<file path="src/rtl/dmem_read_arbiter.sv">
// rtl/dmem_read_arbiter.sv - two-port read arbiter for the shared data/constant memory
// Port 1 has priority; port 0 wins contention after MAX_WAIT consecutive denials.
module dmem_read_arbiter #(
  parameter int ADDR_W   = 32,
  parameter int DATA_W   = 32,
  parameter int DEPTH    = 32,
  parameter int MAX_WAIT = 4
) (
  input  logic              clk,
  input  logic              rst_n,
  input  logic              req0_valid,
  input  logic [ADDR_W-1:0] req0_addr,
  input  logic [1:0]        req0_size,
  output logic              req0_ready,
  output logic              rsp0_valid,
  output logic [DATA_W-1:0] rsp0_data,
  output logic              rsp0_err,
  input  logic              req1_valid,
  input  logic [ADDR_W-1:0] req1_addr,
  input  logic [1:0]        req1_size,
  output logic              req1_ready,
  output logic              rsp1_valid,
  output logic [DATA_W-1:0] rsp1_data,
  output logic              rsp1_err,
  output logic [ADDR_W-1:0] mem_addr,
  output logic [1:0]        mem_size,
  input  logic [DATA_W-1:0] mem_rdata,
  output logic              busy
);

  logic [3:0] wait0_q, wait0_d;
  logic       issue_vld_q, issue_vld_d;
  logic       owner_q, owner_d;
  logic       oor_q, oor_d;
  logic       starved;
  logic       grant0, grant1;

  always_comb begin
    starved = (wait0_q == 4'(MAX_WAIT));
    // Grants are gated by rst_n so nothing handshakes while reset is held.
    grant0  = rst_n && req0_valid && (!req1_valid || starved);
    grant1  = rst_n && req1_valid && !(req0_valid && starved);

    mem_addr = '0;
    mem_size = '0;
    if (grant0) begin
      mem_addr = req0_addr;
      mem_size = req0_size;
    end else if (grant1) begin
      mem_addr = req1_addr;
      mem_size = req1_size;
    end

    wait0_d = '0;
    if (req0_valid && !grant0) begin
      wait0_d = starved ? wait0_q : wait0_q + 4'd1;
    end

    issue_vld_d = grant0 || grant1;
    owner_d     = owner_q;
    oor_d       = oor_q;
    if (issue_vld_d) begin
      owner_d = grant1;
      oor_d   = (mem_addr >= ADDR_W'(DEPTH));
    end
  end

  always_ff @(posedge clk or negedge rst_n) begin
    if (!rst_n) begin
      wait0_q     <= '0;
      issue_vld_q <= 1'b0;
      owner_q     <= 1'b0;
      oor_q       <= 1'b0;
    end else begin
      wait0_q     <= wait0_d;
      issue_vld_q <= issue_vld_d;
      owner_q     <= owner_d;
      oor_q       <= oor_d;
    end
  end

  // Out-of-range reads still return through the owner's port, with the memory word discarded.
  assign req0_ready = grant0;
  assign req1_ready = grant1;
  assign rsp0_valid = issue_vld_q && !owner_q;
  assign rsp1_valid = issue_vld_q && owner_q;
  assign rsp0_data  = (rsp0_valid && !oor_q) ? mem_rdata : '0;
  assign rsp1_data  = (rsp1_valid && !oor_q) ? mem_rdata : '0;
  assign rsp0_err   = rsp0_valid && oor_q;
  assign rsp1_err   = rsp1_valid && oor_q;
  assign busy       = issue_vld_q;

endmodule
</file>
<file path="config.mk">
export PLATFORM = sky130hd
export DESIGN_NAME = dmem_read_arbiter
export DESIGN_NICKNAME = d
export VERILOG_FILES = /design/src/rtl/dmem_read_arbiter.sv
export SDC_FILE = /design/constraint.sdc
export NUM_CORES = 1
export LEC_CHECK = 0
export BUFFER_PORTS_ARGS = -buffer_cell sky130_fd_sc_hd__clkbuf_2
export CORE_AREA = 2 2 82 84
export CTS_BUF_LIST = sky130_fd_sc_hd__clkbuf_8
export DETAILED_ROUTE_END_ITERATION = 12
export DIE_AREA = 0 0 84 86
export PLACE_DENSITY = 0.63
export SYNTH_ARGS = -nofsm -noshare
export SYNTH_HDL_FRONTEND = slang
export SYNTH_SLANG_ARGS = --single-unit
export TNS_END_PERCENT = 1
</file>
<file path="constraint.sdc">
create_clock -name clk -period 1.7 [get_ports clk]
set_input_delay 0.17 -clock clk [delete_from_list [all_inputs] [get_ports clk]]
set_output_delay 0.17 -clock clk [all_outputs]
set_load 0.05 [all_outputs]
</file>
=== Word level (Yosys, flattened, before mapping) ===
Index checks and enable logic that the tools add are counted.

* Bits in registers: 7
* Input port bits: 104
* Output and inout bits: 105
* Word-level logic and storage cells: 35

* Add/subtract/negate cells: 1
* Magnitude comparators: 1
* Eq/ne operators: 2
* Mux-type cells: 8
* Reductions and logical operators: 19

{| class="wikitable"
|+ Operators with widths
! kind !! count
|-
| 32-bit 2-to-1 mux || 4
|-
| 32-bit by 6-bit greater-or-equal comparator with 1-bit output, second input constant || 1
|-
| 1-bit logical AND || 12
|-
| 4-bit 2-to-1 mux || 2
|-
| 1-bit logical NOT || 5
|-
| 4-bit by 1-bit adder with 4-bit output, second input constant || 1
|-
| 4-bit by 3-bit == test with 1-bit output, second input constant || 1
|-
| 2-bit 2-to-1 mux || 2
|-
| 1-bit logical OR || 2
|-
| 2-bit inequality test, second input constant || 1
|}

=== Longest topological paths before layout ===
* Depth in word-level cells: 7
* Gate-level depth with buffers: 7
* Gate-level depth less buffers: 6

=== Least setup slack after synthesis ===
Ideal clock, no wire load.

* Path type: register -> output
* Start point: register issue_vld_q (netlist: busy)
* End point: output port rsp0_data[10]
* Data arrival time: 2.432 ns
* Data required time: 1.530 ns
* Slack: -0.902 ns
* Stages on the path, launching flop included: 5
* Buffers on the path: 1
* Cells stage by stage: dfrtp_1 -> nor2b_1 -> nor2b_1 -> clkbuf_1 -> and2_1

* Cells in the longest elaborated chain, start to end: 3

{| class="wikitable"
|+ RTL lines
! item !! line !! RTL
|-
| start: declaration || 32 || <nowiki>logic issue_vld_q, issue_vld_d;</nowiki>
|-
| start signal: assignment || 76 || <nowiki>issue_vld_q <= issue_vld_d;</nowiki>
|-
| 1-bit logical AND || 85 || <nowiki>assign rsp0_valid = issue_vld_q && !owner_q;</nowiki>
|-
| net rsp0_valid || 15 || <nowiki>output logic rsp0_valid,</nowiki>
|-
| 1-bit logical AND || 87 || <nowiki>assign rsp0_data = (rsp0_valid && !oor_q) ? mem_rdata : '0;</nowiki>
|-
| 32-bit 2-to-1 mux || 87 ||
|-
| end: declaration || 16 || <nowiki>output logic [DATA_W-1:0] rsp0_data,</nowiki>
|}

The timed path passes the listed nets, and every way through them passes these cells.

=== Final worst setup path ===
* Start point: register wait0_q[1]
* End point: output port mem_addr[28]

* Cells in the longest elaborated chain, start to end: 6

{| class="wikitable"
|+ RTL lines
! item !! line !! RTL
|-
| start: declaration || 31 || <nowiki>logic [3:0] wait0_q, wait0_d;</nowiki>
|-
| start signal: assignment || 75 || <nowiki>wait0_q <= wait0_d;</nowiki>
|-
| 4-bit by 3-bit == test with 1-bit output (*) || 39 || <nowiki>starved = (wait0_q == 4'(MAX_WAIT));</nowiki>
|-
| 1-bit logical AND || 42 || <nowiki>grant1 = rst_n && req1_valid && !(req0_valid && starved);</nowiki>
|-
| 1-bit logical NOT || 42 ||
|-
| 1-bit logical AND || 42 ||
|-
| 32-bit 2-to-1 mux || 49 || <nowiki>end else if (grant1) begin</nowiki>
|-
| 32-bit 2-to-1 mux (*) || 46 || <nowiki>if (grant0) begin</nowiki>
|-
| end: declaration || 25 || <nowiki>output logic [ADDR_W-1:0] mem_addr,</nowiki>
|}

Every way passes the cells marked *; elsewhere a longest branch is shown, timed or not.

==> metrics.md <==
| Metric | Value |
|---|---|
| Initial Util | 0.2015 |
| Hold Path Stages | 2 |
| Area leader, netlist | and2_1 |
| Via count | around 2300 |
| Total Nets Final | roughly 500 |
| Drt drc | 0 |
| Die ar. | 7224 µm² |
| GRT Residual Overflow | 0 |
| Slew margin rel. | 0.7714 |
| Failing checks | negative setup slack |
| Fmax | ~500 MHz |
| Worst-path clk slew | about 0.04 ns |
| WP buf/inv | 5 |
| Via-to-Cell Ratio | 4.987 |
| Sequential fraction of the synthesis area | 0.1385 |
| Synth area leaders | and2_1 (33%), a22o_1 (23%), dfrtp_1 (14%) |
| Mean Syn Cell Area | ~7.4 µm² |
| Non-filler instance count after layout | ~470 |
| Drt initial violations | 35 |
| Vias in the first global route | around 2400 |
| Antenna viol nets, final | 0 |
| Post-synth EDFFs | 0 |
| Count leader, synth | and2_1 |
| Hold path start | req0_valid |
| Worst EP arrival | between 1.5 and 2 ns |
| Int Pwr | 0.9964 mW |
| Crit-path slowest cell | dfrtp_1 |
| H-Tree Depth | 1 |
| Input/output buffers | ~210 |
| Ys Warns | 0 |
| Worst min path class | in -> reg |
| GPL Wtd Cong | approximately 0.83 |
| End of the worst hold path | busy |
| Worst Slack Setup Final | -0.2721 ns |
| Gate power share | 0.758 |
| Distinct cell type count after synthesis | 27 |
| Status | finished with violations |
| Global-route wire length before repair | about 12 mm |
| Largest net degree at the start of global routing | 33 |
| Drt first pass iters | 5 |
| P&R area growth vs syn | 233.6% |
| Final hold violations | 0 |
| Switching power | around 0.86 mW |
| Mapped Nets | between 200 and 300 |
| Share of cells above drive strength 1 | 0.8560 |
| Clock Power Share | 0.127 |
| Util after Layout | 0.6723 |
| Share of the synthesized area in the top cell type | 0.3264 |
| Yosys reg bits | 7 |
| Power Dens Cells | between 400 and 500 nW/µm² |
| Synthesized area | 1265 µm² |
| Syn Inst Count | between 150 and 200 |
| Worst slew pin tran | between 0.3 and 0.4 ns |
| Number of CTS-inserted buffers | 3 |
| Routed WL | 8.332 mm |
| Worst r2r src | wait0_q[1] |
| Sw Ratio | 0.4623 |
| Fin. max-slew vios | 0 |
| Die Width | around 84 µm |
| CTS tree | yes |
| Sequential share of power | 0.114 |
| Period utilization | 1.160 |
| Largest fanout on the critical path | 6 |
| Synth cell count leaders | and2_1 (66), a22o_1 (33), nor4_1 (10) |
| Core area | ~6300 µm² |
| Crit path required time | 1.53 ns |
| Worst Clk Skew | ~0.0038 ns |
| Die H | 86 µm |
| Unrepaired setup endpoints after global routing | true |
| P_leak | approximately 2.1 nW |
| Top delay family on crit path | buffers and inverters |
| CP endpoint kind | output pin |
| CP Depth | 9 |
| Initial antenna violation count | 0 |
| Inst Count DP | about 460 |
| Reg2reg end | wait0_q[2] |
| Total track usage | 0.2063 |
| WS Path Type | reg -> out |
| Clock Latency Late Sink | roughly 0.23 ns |
| Critical Path, Cell by Cell | inv_2 -> ha_4 -> nand3b_4 -> a21oi_4 -> buf_12 -> buf_12 -> buf_6 -> a22o_4 -> buf_12 |
| Design Power | 1.853 mW |
| Worst R2R Path Depth | 8 |
| Ys async rst share | 1.000 |
| Critical Path Most Common Cell | buf_12 |
| Num ports | between 200 and 250 |
| Fill cells | around 440 |
| Setup WS pre-CTS | -0.1490 ns |
| Dpl hpwl | roughly 5.6 mm |
| Row cnt | 29 |
| Routed WL per cell | 17.88 µm |
| Clock tree buffer depth | 2 |
| CP max stage delay | ~0.38 ns |
| Worst reg-to-reg setup slack | 0.13 ns |
| Fin crit period | about 2 ns |
| CP startpoint kind | flip-flop |
| Diode count | 0 |
| Synth Flop Type | dfrtp_1 |
| Max-cap viol count | 0 |
| Worst VDD drop | 0.3603 mV |
| CTS sink cnt | 7 |
| Final setup fails | 36 |
| Root buffer cell | clkbuf_8 |
[layer usage]
layer	share of wire	vias up	wire, µm	GRT usage
met5	0	-	0	0
met4	0.033	0	272	0.09531
met3	0.091	22	756	0.06449
met2	0.55	165	4565	0.4044
met1	0.33	1076	2738	0.1949
li1	-	1061	-	-
[stage by stage]
stage / instance area (µm²) / hold slack [ns] / TNS, ns
3_3_place_gp: 3229 / -0.01484 / -2.875
4_1_cts: 4054 / 0.2825 / -9.178
6_report: 4220 / 0.2914 / -8.479
3_5_place_dp: 3229 / -0.01168 / -4.016
2_1_floorplan: 1743 / -0.1256 / -2.680
5_1_grt: 4220 / 0.3258 / -10.37
[cell families after synthesis]
| group | synth area share |
|---|---|
| flip-flops | 0.1385 |
| XOR/XNOR | 0.01385 |
| AO/OA/AOI/OAI | 0.2898 |
| AND/OR/NAND/NOR | 0.4817 |
| adder cells (fa/ha/maj) | 0.01978 |
| buffers and inverters | 0.05638 |
[how the worst max path moves through the flow]
stage                          start            end  slack [ns]
after floorplan                 busy  rsp0_data[31]       -0.05
after global placement    wait0_q[0]   mem_addr[11]       -0.11
after detailed placement  wait0_q[1]    mem_addr[6]       -0.15
after CTS                 wait0_q[1]   mem_addr[11]       -0.28
after global routing      wait0_q[1]   mem_addr[28]       -0.33
final                     wait0_q[1]   mem_addr[28]       -0.27
[what timing repair did]
action / CTS / global route
hold buffers: 1 / 0
pin swaps: 3 / 10
buffers inserted: 0 / 2
gates resized for setup: 169 / 59
cloned: 1 / 3
hold endpoints to repair: 7 / 0
endpoints found under the setup margin: 88 / 99
[flip-flops by register name, summed over array words and instances (netlist names)]
name and cells:
wait0_q 4, busy 1, oor_q 1, owner_q 1
[cell usage in the layout (no fill, tap or decap), types with 4 or more instances in the layout]
cell type    n
a21oi_1      4
a22o_1       5
a22o_4      29
and2_4      62
buf_12      25
buf_4        7
buf_6        4
buf_8       56
clkbuf_2   108
clkbuf_8    26
dfrtp_1      5
nor2_1       5
nor4_1      10
[worst register-to-register path, stage by stage (launching register included)]
cell      delay [ns]
dfrtp_1         0.38
inv_2           0.09
ha_4            0.15
nand3b_4        0.10
a21oi_4         0.22
buf_12          0.15
buf_4           0.12
nand2b_1        0.17
a21oi_1         0.07
[layout make-up]
class                   count  area (µm²)  area share
repair buffers            228        2409      0.5707
multi-input cells         146        1478      0.3501
clock buffers               3       41.29    0.009784
flip-flops and latches      7       177.7     0.04210
clock inverters             1       3.754   0.0008894
inverters                   4       15.01    0.003558
well taps                  77       96.34     0.02283
[power by group through the flow]
stage | clock (mW) | sequential (mW) | combinational (mW)
after CTS | 0.244 | 0.211 | 1.32
after detailed placement | 0 | 0.211 | 1.14
after floorplan | 0 | 0.213 | 0.734
final | 0.236 | 0.212 | 1.41
after global routing | 0.253 | 0.214 | 1.46
after global placement | 0 | 0.210 | 1.13
Power figures use the tool's default switching activity.
